**config.mk**
```make
export PLATFORM = sky130hd
export DESIGN_NAME = riscv_mem_arbiter
export DESIGN_NICKNAME = d
export VERILOG_FILES = /design/src/rtl/riscv_mem_arbiter.sv
export SDC_FILE = /design/constraint.sdc
export NUM_CORES = 1
export LEC_CHECK = 0
export CAP_MARGIN = 20
export CORE_ASPECT_RATIO = 1.5
export CORE_MARGIN = 10
export CORE_UTILIZATION = 37
export CTS_CLUSTER_DIAMETER = 60
export DETAILED_ROUTE_END_ITERATION = 8
export GPL_ROUTABILITY_DRIVEN = 0
export PLACE_DENSITY = 0.88
export SETUP_SLACK_MARGIN = 0.05
export SLEW_MARGIN = 20
export SYNTH_ARGS = -nofsm -noshare
export SYNTH_HDL_FRONTEND = slang
export SYNTH_SLANG_ARGS = --single-unit
```
**constraint.sdc**
```tcl
create_clock -name riscv_cpu_clk -period 5.3 [get_ports riscv_cpu_clk]
set_input_delay 1.59 -clock riscv_cpu_clk [delete_from_list [all_inputs] [get_ports riscv_cpu_clk]]
set_output_delay 1.59 -clock riscv_cpu_clk [all_outputs]
set_load 0.005 [all_outputs]
```
**src/rtl/riscv_mem_arbiter.sv**
```systemverilog
`default_nettype none
// ============================================================================
//  Module   : riscv_mem_arbiter
//  Purpose  : Shares one memory port between the CPU instruction-fetch (IF)
//             and data-memory (DM) masters. Round-robin arbitration with a
//             single outstanding transaction; the response is routed back to
//             the master that owns the current transaction.
//  Revision : 1.0 - initial release
// ============================================================================
module riscv_mem_arbiter #(
  parameter int ADDR_W = 32,
  parameter int DATA_W = 32
) (
  input  logic                  riscv_cpu_clk,
  input  logic                  riscv_cpu_reset,
  // instruction-fetch master
  input  logic                  if_req_valid,
  output logic                  if_req_ready,
  input  logic [ADDR_W-1:0]     if_req_addr,
  output logic                  if_rsp_valid,
  input  logic                  if_rsp_ready,
  output logic [DATA_W-1:0]     if_rsp_data,
  // data-memory master
  input  logic                  dm_req_valid,
  output logic                  dm_req_ready,
  input  logic [ADDR_W-1:0]     dm_req_addr,
  input  logic                  dm_req_wen,
  input  logic [DATA_W-1:0]     dm_req_wdata,
  input  logic [DATA_W/8-1:0]   dm_req_wstrb,
  output logic                  dm_rsp_valid,
  input  logic                  dm_rsp_ready,
  output logic [DATA_W-1:0]     dm_rsp_data,
  // shared memory port
  output logic                  mem_req_valid,
  input  logic                  mem_req_ready,
  output logic [ADDR_W-1:0]     mem_addr,
  output logic                  mem_wen,
  output logic [DATA_W-1:0]     mem_wdata,
  output logic [DATA_W/8-1:0]   mem_wstrb,
  input  logic                  mem_rsp_valid,
  output logic                  mem_rsp_ready,
  input  logic [DATA_W-1:0]     mem_rsp_data,
  output logic                  grant_dm
);

  typedef enum logic [1:0] {
    ST_IDLE = 2'd0,
    ST_REQ  = 2'd1,
    ST_RESP = 2'd2
  } state_t;

  state_t                r_state;
  logic                  r_last_grant_dm;
  logic                  r_grant_dm;
  logic                  r_mem_req_valid;
  logic [ADDR_W-1:0]     r_mem_addr;
  logic                  r_mem_wen;
  logic [DATA_W-1:0]     r_mem_wdata;
  logic [DATA_W/8-1:0]   r_mem_wstrb;

  logic                  w_in_idle;
  logic                  w_in_resp;
  logic                  w_dm_win;
  logic                  w_if_win;

  // Readys are gated by the reset level so nothing is accepted while reset
  // is held, even though the state register already sits in IDLE.
  assign w_in_idle = (r_state == ST_IDLE) && riscv_cpu_reset;
  assign w_in_resp = (r_state == ST_RESP);

  // DM wins when it is alone, or on a tie when IF was served last.
  assign w_dm_win  = dm_req_valid && (!if_req_valid || !r_last_grant_dm);
  assign w_if_win  = if_req_valid && !w_dm_win;

  assign if_req_ready  = w_in_idle && w_if_win;
  assign dm_req_ready  = w_in_idle && w_dm_win;

  // Response path is purely combinational so memory data reaches the owner
  // in the same cycle; the non-owner never sees a valid.
  assign if_rsp_valid  = w_in_resp && !r_grant_dm && mem_rsp_valid;
  assign dm_rsp_valid  = w_in_resp &&  r_grant_dm && mem_rsp_valid;
  assign if_rsp_data   = mem_rsp_data;
  assign dm_rsp_data   = mem_rsp_data;
  assign mem_rsp_ready = w_in_resp && (r_grant_dm ? dm_rsp_ready : if_rsp_ready);

  assign mem_req_valid = r_mem_req_valid;
  assign mem_addr      = r_mem_addr;
  assign mem_wen       = r_mem_wen;
  assign mem_wdata     = r_mem_wdata;
  assign mem_wstrb     = r_mem_wstrb;
  assign grant_dm      = r_grant_dm;

  // Transaction FSM: latch the winner, hold the request until memory takes
  // it, then wait for the owner to consume the response.
  always_ff @(posedge riscv_cpu_clk or negedge riscv_cpu_reset) begin
    if (!riscv_cpu_reset) begin
      r_state         <= ST_IDLE;
      r_last_grant_dm <= 1'b1;
      r_grant_dm      <= 1'b0;
      r_mem_req_valid <= 1'b0;
      r_mem_addr      <= '0;
      r_mem_wen       <= 1'b0;
      r_mem_wdata     <= '0;
      r_mem_wstrb     <= '0;
    end else begin
      case (r_state)
        ST_IDLE: begin
          if (w_dm_win) begin
            r_mem_addr      <= dm_req_addr;
            r_mem_wen       <= dm_req_wen;
            r_mem_wdata     <= dm_req_wdata;
            r_mem_wstrb     <= dm_req_wstrb;
            r_grant_dm      <= 1'b1;
            r_last_grant_dm <= 1'b1;
            r_mem_req_valid <= 1'b1;
            r_state         <= ST_REQ;
          end else if (w_if_win) begin
            // Fetches are always reads with no write payload.
            r_mem_addr      <= if_req_addr;
            r_mem_wen       <= 1'b0;
            r_mem_wdata     <= '0;
            r_mem_wstrb     <= '0;
            r_grant_dm      <= 1'b0;
            r_last_grant_dm <= 1'b0;
            r_mem_req_valid <= 1'b1;
            r_state         <= ST_REQ;
          end
        end
        ST_REQ: begin
          if (mem_req_ready) begin
            r_mem_req_valid <= 1'b0;
            r_state         <= ST_RESP;
          end
        end
        ST_RESP: begin
          if (mem_rsp_valid && mem_rsp_ready) begin
            r_state <= ST_IDLE;
          end
        end
        default: begin
          r_state         <= ST_IDLE;
          r_mem_req_valid <= 1'b0;
        end
      endcase
    end
  end

endmodule
`default_nettype wire

```
==> results of run 1 <==
==> cells by family (layout without fill, tap and decap cells) <==
group	Yosys count	after routing	share of synthesized area (%)
and+or+nand+nor	83	83	9.47
AOI/OAI and AO/OA	108	108	21.9
buffers and inverters	92	211	17.6
DFF	74	74	50.8
muxes	1	1	0.274
==> sequential cells by signal, indices dropped and copies added, names as in the netlist <==
signal           count
mem_addr            32
mem_wdata           32
mem_wen              1
mem_req_valid        1
grant_dm             1
r_last_grant_dm      1
mem_wstrb            4
r_state              2
==> placed cells by master (no fill, tap or decap) <==
cell type,instances
sky130_fd_sc_hd__clkinvlp_4,1
sky130_fd_sc_hd__inv_1,2
sky130_fd_sc_hd__a21oi_1,33
sky130_fd_sc_hd__nand3_1,2
sky130_fd_sc_hd__nand2b_1,1
sky130_fd_sc_hd__nor2b_1,1
sky130_fd_sc_hd__clkbuf_8,2
sky130_fd_sc_hd__clkinv_2,3
sky130_fd_sc_hd__o21ai_0,2
sky130_fd_sc_hd__and3_1,2
sky130_fd_sc_hd__nor2_2,1
sky130_fd_sc_hd__nand2_1,69
sky130_fd_sc_hd__buf_4,10
sky130_fd_sc_hd__a21boi_2,1
sky130_fd_sc_hd__nor2_1,3
sky130_fd_sc_hd__and2_1,1
sky130_fd_sc_hd__dfstp_2,1
sky130_fd_sc_hd__a21o_1,2
sky130_fd_sc_hd__nor3_4,1
sky130_fd_sc_hd__a21bo_1,1
sky130_fd_sc_hd__clkbuf_16,9
sky130_fd_sc_hd__a31oi_1,22
sky130_fd_sc_hd__nor3_1,1
sky130_fd_sc_hd__clkdlybuf4s50_1,183
sky130_fd_sc_hd__bufinv_16,1
sky130_fd_sc_hd__mux2i_1,1
sky130_fd_sc_hd__a22o_1,37
sky130_fd_sc_hd__or2_1,1
sky130_fd_sc_hd__dfrtp_1,73
sky130_fd_sc_hd__a31oi_2,10
==> power groups by stage <==
stage / combinational (µW) / sequential, µW / clock, µW
CTS: 1410 / 1020 / 625
detailed placement: 1400 / 1030 / 0
global placement: 1360 / 1010 / 0
finish: 1370 / 1020 / 607
global route: 1500 / 1060 / 647
floorplan: 625 / 1030 / 0
==> metrics by stage <==
step	setup slack (ns)	hold slack [ns]	util (%)	area, µm²	std cells
after floorplan	1.40	0.489	-	3650	358
after global placement	0.667	0.483	52.3	5060	576
after detailed placement	0.631	0.485	52.3	5060	576
after CTS	0.633	0.501	55.4	5370	592
after global routing	0.565	0.508	55.4	5370	592
final	0.628	0.498	55.4	5370	592
==> worst paths after layout <==
| check | from | cells past startpoint | end | slack, ns |
|---|---|---|---|---|
| worst min register to register | mem_wdata[7] | 1 | mem_wdata[7] | 0.50 |
| min in group asynchronous | riscv_cpu_reset | 1 | mem_addr[2] | 1.14 |
| worst max register to register | r_state[0] | 5 | mem_wdata[12] | 2.94 |
| worst min-delay path | mem_wdata[7] | 1 | mem_wdata[7] | 0.50 |
| worst max-delay path | dm_req_valid | 4 | dm_req_ready | 0.63 |
| max in group asynchronous | riscv_cpu_reset | 2 | mem_addr[15] | 3.13 |
==> routing by layer <==
layer / routed length [µm] / GRT usage, %
met5: 0 / 0
met4: 378 / 8.09
met3: 1890 / 10.7
met2: 6640 / 30.0
met1: 4190 / 15.9
==> layout make-up <==
| type | instances | area (µm²) | share of cell area [%] |
|---|---|---|---|
| inverters | 2 | 7.51 | 0.140 |
| clock inverters | 5 | 52.6 | 0.979 |
| repair buffers | 193 | 1910 | 35.5 |
| well taps | 115 | 144 | 2.68 |
| clock buffers | 11 | 253 | 4.71 |
| flip-flops and latches | 74 | 1850 | 34.5 |
| multi-input cells | 192 | 1150 | 21.5 |
==> worst max-delay path: stages <==
cell and delay [ns]:
sky130_fd_sc_hd__clkdlybuf4s50_1 0.50, sky130_fd_sc_hd__a21boi_2 0.25, sky130_fd_sc_hd__and3_1 0.21, sky130_fd_sc_hd__clkdlybuf4s50_1 0.53
==> results, run 1 <==
- The global routing usage summed across all routing layers is between 10% and 20%.
- The worst setup path is captured at a primary output.
- Once the clock tree was built, the setup fixing pass inserted 0 buffers.
- The required arrival time at the worst endpoint is 3.71 ns.
- The switching share of total power is 32.5%.
- The via count of the first global-routing pass is 3330.
- The path class of the tightest hold or removal check is flop to flop.
- At the later pin of the worst-skew pair, clock insertion delay measures about 0.32 ns.
- Compared with the post-synthesis result, the final layout area differs by 47.2%.
- After routing, the total negative slack on setup checks comes to 0 ns.
- The H-tree was split into 3 levels.
- The worst-case IR drop observed on VDD is 0.000331 V.
- The analysis attributes to net switching a power of 976 µW.
- The overall overflow remaining after global route is 0.
- The layout net count is 613.
- Setup repair after global routing left no endpoint under its margin.
- In the routed layout, each cell is associated on average with a via count of 5.19.
- The proportion of power drawn by the clock network is between 20% and 30%.
- The total clock buffers created by CTS is 9.
- The total power after layout is 3000 µW.
- Synthesis handed over a netlist of 358 instances.
- For this block, the initial DRC count from the detailed router was 138.
- The number of slew-limit violations in the final report is 0.
- The dominant cell by count in the synthesized netlist is sky130_fd_sc_hd__dfrtp_1.
- Dividing the detail-routed wire length by the instance count gives 22.1 µm.
- At the pin with the least slew margin, the transition time is slightly above 0.9 ns.
- The number of antenna-violating nets in the routed design is 0.
- The share of Yosys cell area claimed by the top area cell type is 50.1%.
- The die boundary width is 101 µm.
- STA classifies the critical path startpoint as an input pin.
- After clock tree synthesis, the repair step resized 0 gates.
- The initial antenna violation count is 0.
- The clock root buffer master is sky130_fd_sc_hd__clkbuf_16.
- Input and output buffers added on the ports amount to 184.
- Sequential cells burn 34.1% of the power.
- The worst setup path is of the input pin to primary output kind.
- The max-capacitance violation count is 0.
- The final count of hold timing violations was 0.
- Combinational logic burns 45.7% of the power.
- Once the floorplan was initialized, standard cells occupied between 30 and 40% of the core.
- The data arrival time of the critical path is 3.08 ns.
- Dividing total power by cell area gives a power density of 559 nW/µm².
- The diode insertion count for antenna repair is 0.
- The core area is slightly below 10000 µm².
- Entering global routing, the biggest net connects 60 pins.
- A synthesized cell averages 10.2 µm².
- The tree built by TritonCTS fans out to between 70 and 80 sinks.
- Sorting the synthesized cells by area gives the leading types as sky130_fd_sc_hd__dfrtp_1, sky130_fd_sc_hd__buf_4, sky130_fd_sc_hd__a22o_1.
- After clock tree synthesis, the flow added hold-fix buffers numbering 0.
- The Yosys step of the flow raised 0 warnings.
- For this design the static power due to leakage is 0.00228 µW.
- The number of nets in the synthesized netlist is 499.
- The total of endpoints with negative setup slack in the final report is 0.
- In this run the deepest clock path goes through 2 buffers.
- The DRC violations left is 0.
- The die span in y is 142 µm.
- The die covers approximately 14000 µm².
- The most used flip-flop cell after synthesis is sky130_fd_sc_hd__dfrtp_1.
- The post-synth design cell area is about 3600 µm².
- The routed wire length is 13100 µm.
- The number of rows in the core area is 44.
- In the finished design, the share of the clock period the worst path needs comes to 88.1%.
- The final clock skew is 0.00362 ns.
- The first global-routing pass estimated 19500 µm of wire.
- The clock-pin slew of the registers on the worst-case setup and hold paths is ~0.06 ns.
- The synthesized design contains 74 register bits.
- The number of enable flip-flop cells after synthesis is 0.
- Along the worst path, the maximum fanout reaches 4.
- The filler cells instantiated in the layout total about 830.
- The highest clock rate is ~0.21 GHz.
- The smallest clock period supported by the final layout is computed as 4.67 ns.
- The largest area contributor in the synthesized netlist is sky130_fd_sc_hd__dfrtp_1.
- The share of layout cells above drive strength 1 is 8.39%.
- The number of detailed-routing iterations run before antenna repair is 6.
- The sum of net half-perimeters after detailed placement is 10500 µm.
- The run finished with clean final reports.
- TritonCTS built the clock tree.
- The post-synthesis sequential area ratio is around half.
- For this block, the via count after detailed routing is 3070.
- The post-synthesis async set-or-reset flop share is 100%.
- The internal cell power is 2020 µW.
- The synthesized netlist contains 27 unique library cells.
- 281 I/O pins were placed.
- Ranked by instance count, the synthesized netlist is headed by sky130_fd_sc_hd__dfrtp_1, sky130_fd_sc_hd__nand2_1, sky130_fd_sc_hd__buf_4, sky130_fd_sc_hd__a22o_1, sky130_fd_sc_hd__a21oi_1.
- The worst slew slack as a fraction of its limit is between 30% and 40%.
No activity file was read; power rests on OpenSTA's default activity.
==> inputs of run 2 (changes only) <==
--- a/config.mk
+++ b/config.mk
@@ -10,6 +10,7 @@
 export CORE_MARGIN = 10
 export CORE_UTILIZATION = 37
 export CTS_CLUSTER_DIAMETER = 60
+export CTS_CLUSTER_SIZE = 30
 export DETAILED_ROUTE_END_ITERATION = 8
 export GPL_ROUTABILITY_DRIVEN = 0
 export PLACE_DENSITY = 0.88
==> results of run 2 <==
Final layout, timing and power as in run 1 (identical DEF).
==> inputs of run 3 (changes only) <==
--- a/config.mk
+++ b/config.mk
@@ -8,12 +8,12 @@
 export CAP_MARGIN = 20
 export CORE_ASPECT_RATIO = 1.5
 export CORE_MARGIN = 10
-export CORE_UTILIZATION = 37
+export CORE_UTILIZATION = 31
 export CTS_CLUSTER_DIAMETER = 60
 export CTS_CLUSTER_SIZE = 30
 export DETAILED_ROUTE_END_ITERATION = 8
 export GPL_ROUTABILITY_DRIVEN = 0
-export PLACE_DENSITY = 0.88
+export PLACE_DENSITY = 0.78
 export SETUP_SLACK_MARGIN = 0.05
 export SLEW_MARGIN = 20
 export SYNTH_ARGS = -nofsm -noshare
==> constraint.sdc (replaced) <==
create_clock -name riscv_cpu_clk -period 3.9 [get_ports riscv_cpu_clk]
set_input_delay 1.17 -clock riscv_cpu_clk [delete_from_list [all_inputs] [get_ports riscv_cpu_clk]]
set_output_delay 1.17 -clock riscv_cpu_clk [all_outputs]
set_load 0.005 [all_outputs]
==> run 3 against run 2 <==
Net effect:
- sequential power rose by 36%
- utilization fell by 8.2 points
- via count fell by 0.26%
- register-to-register slack got worse by 0.95 ns
- clock power rose by 40%
- hold slack got worse by 0.0045 ns
- wire length fell by 4.0%
==> results, run 3 (synthesized netlist as in run 1, its figures left out) <==
- The flow ran to the end, and the final reports show no timing, DRC or antenna violations.
- The highest clock rate is 0.263 GHz.
- The layout net count is approximately 600.
- Before CTS, the worst setup slack after placement is 0.123 ns.
- The die is 153 µm tall.
- The clock tree from TritonCTS is built.
- The worst setup path is of the input pin to primary output kind.
- In the global route stage, overall resource usage came out at 14.5%.
- The number of instances in the placed design is 613.
- The startpoint of the lowest-slack hold path is mem_wdata[22].
- The initial utilization of the core area, before any placement, comes to about a third.
- The DRC violations left is 0.
- Across the run, the number of max-cap violations was 0.
- The number of top-level design ports is 281.
- The post-route fraction of the period consumed by the critical path is 97.5%.
- In this run the static leakage power is around 0.0023 µW.
- The worst flop-to-flop path endpoint is mem_addr[28].
- In the final routed layout, each cell accounts on average for between 20 and 25 µm.
- Port buffering added 184 buffers.
- Of all nets on the critical path, the largest fanout is 4.
- The required arrival time at the worst endpoint is 2.73 ns.
- The area growth from synthesis to layout is 49.1%.
- Once layout is complete, the cells apart from fillers number around 630.
- In this run the horizontal extent of the chip is 109 µm.
- The endpoint class of the critical path is a primary output.
- The path with the worst hold slack has its endpoint at mem_wdata[22].
- The total of endpoints with negative setup slack in the final report is 0.
- The number of cells on the worst reg-to-reg path is 5.
- The total clock buffers created by CTS is 9.
- Along the worst hold path, the cell count comes to 1.
- The proportion of power drawn by the clock network is 20.8%.
- In this run, flip-flops and latches consume 33.9% of the power.
- For the worst setup path, the data arrival time is about 2.6 ns.
- The clock latency reported for the late side of the worst-skew pair is 0.32 ns.
- The worst slew slack as a fraction of its limit is 44.2%.
- Setup repair after global routing left no endpoint under its margin.
- The clock arrives with 0.00836 ns of skew.
- The overall overflow remaining after global route is 0.
- The initial antenna violation count came to 0.
- The via count of the first global-routing pass was between 3000 and 4000.
- Wires add up to 12600 µm.
- In this run the power spent charging and discharging nets is 1320 µW.
- After routing, the total negative slack on setup checks comes to 0 ns.
- The number of post-CTS setup repair buffers is 0.
- Power comes to 4100 µW.
- The final count of hold timing violations is 0.
- In the layout the commonest cells are sky130_fd_sc_hd__clkdlybuf4s50_1, sky130_fd_sc_hd__dfrtp_1, sky130_fd_sc_hd__nand2_1.
- The slew at the pin closest to its max-slew limit is 0.837 ns.
- The detailed router finished its first iteration with 66 violations.
- The worst setup path is launched from an input pin.
- The critical path's most frequent cell is sky130_fd_sc_hd__clkdlybuf4s50_1.
- In this run the critical register-to-register path is launched from r_state[0].
- In the routed layout, each cell is associated on average with a via count of ~5.
- The internal power of the cells totals 2780 µW.
- The clock root buffer master is sky130_fd_sc_hd__clkbuf_16.
- The H-tree was split into 3 levels.
- Summed over all nets, the half-perimeter wirelength after detailed placement is 9970 µm.
- On the worst path, the slowest cell contributes a delay of 0.51 ns.
- The clock sink count is 74.
- The worst-case IR drop observed on VDD is 0.000355 V.
- Buffers inserted to repair hold after CTS numbered 0.
- The worst-case clock buffer depth is 2.
- The number of slew-limit violations in the final report was 0.
- The share of layout cells above drive strength 1 is 8.37%.
- The number of detailed-routing iterations run before antenna repair is 5.
- For flop-to-flop paths, the worst setup slack is 1.99 ns.
- The floorplan has 48 rows.
- In this run switching power makes up 32.1% of total power.
- The number of antenna-violating nets in the routed design is 0.
- The library cell used most frequently in the layout, excluding fill and tap cells, is sky130_fd_sc_hd__clkdlybuf4s50_1.
- The repair_antennas step left the layout with diodes totalling 0.
- Traced cell by cell, the critical path runs through clkdlybuf4s50_1 > a21boi_4 > and3_1 > clkdlybuf4s50_1.
- The floorplan step defined a die boundary enclosing 16600 µm².
- The worst-path cell with the longest stage delay is sky130_fd_sc_hd__clkdlybuf4s50_1.
- The clock-pin slew of the registers on the worst-case setup and hold paths is approximately 0.050 ns.
- The path class of the tightest hold or removal check is flop to flop.
- The portion of total power attributed to combinational logic is 45.3%.
- Power spread over the standard cell area amounts to about 750 nW/µm².
- Entering global routing, the biggest net connects 66 pins.
- The final critical-path required period is roughly 3.8 ns.
- The core region is 11500 µm².
- The worst path meets setup with 0.0960 ns of slack.
- The first global-routing pass estimated 18600 µm of wire.
- For this block, the via count after detailed routing is 3062.
==> run 3: changes by cell type in the layout (fill, tap and decap cells not counted) <==
| cell | change |
|---|---|
| sky130_fd_sc_hd__buf_4 | +2 |
| sky130_fd_sc_hd__clkbuf_8 | -2 |
| sky130_fd_sc_hd__clkinv_2 | -2 |
| sky130_fd_sc_hd__a21boi_2 | -1 |
| sky130_fd_sc_hd__a21boi_4 | +1 |
| sky130_fd_sc_hd__bufinv_16 | +1 |
| sky130_fd_sc_hd__clkbuf_1 | +1 |
| sky130_fd_sc_hd__clkinvlp_4 | +1 |
==> run 3: worst max-delay path by stage <==
| stage | start | endpoint | slack [ns] | depth (start not counted) |
|---|---|---|---|---|
| CTS | if_req_valid | dm_req_ready | 0.11 | 4 |
| floorplan | dm_req_valid | dm_req_ready | 0.84 | 3 |
| finish | if_req_valid | dm_req_ready | 0.1 | 4 |
| detailed placement | if_req_valid | dm_req_ready | 0.12 | 4 |
| global placement | dm_req_valid | dm_req_ready | 0.13 | 4 |
| global route | if_req_valid | dm_req_ready | 0.05 | 4 |
==> run 3: per-layer routing <==
metal | vias to the layer above | GRT usage [%] | wire length, µm | share of wire [%]
li1 | 1415 | - | - | -
met1 | 1448 | 13.9 | 4330 | 34
met2 | 157 | 23.9 | 6010 | 48
met3 | 42 | 8.33 | 1760 | 14
met4 | 0 | 7.37 | 470 | 3.7
met5 | - | 0 | 0 | 0
==> run 3: through the flow <==
| step | hold WS (ns) | instance area [µm²] | utilization (%) |
|---|---|---|---|
| floorplan | 0.489 | 3650 | - |
| global placement | 0.483 | 5120 | 44.4 |
| detailed placement | 0.482 | 5120 | 44.4 |
| CTS | 0.500 | 5430 | 47.1 |
| global route | 0.504 | 5440 | 47.2 |
| finish | 0.494 | 5440 | 47.2 |
==> run 3: critical path: cells and delay by family <==
family | cells | cell delay [ns]
AO/OA/AOI/OAI | 1 | 0.23
AND/OR/NAND/NOR | 1 | 0.21
buffers and inverters | 2 | 1.02
==> run 3: final cells by class <==
class,count,area [µm²]
clock buffers,10,229
clock inverters,5,80.1
fillers,1069,6090
inverters,2,7.51
multi-input cells,192,1160
flip-flops and latches,74,1850
well taps,150,188
repair buffers,195,1920
==> run 3: repair_timing <==
action                                  CTS  global route
endpoints found under the hold margin     0             0
endpoints found under the setup margin    0             1
gates resized for setup                   0             1
==> run 3: power by group through the flow <==
| stage | sequential (µW) | combinational (µW) | clock [µW] |
|---|---|---|---|
| floorplan | 1400 | 850 | 0 |
| global placement | 1380 | 1860 | 0 |
| detailed placement | 1400 | 1900 | 0 |
| CTS | 1390 | 1910 | 881 |
| global route | 1440 | 2030 | 919 |
| finish | 1390 | 1860 | 852 |
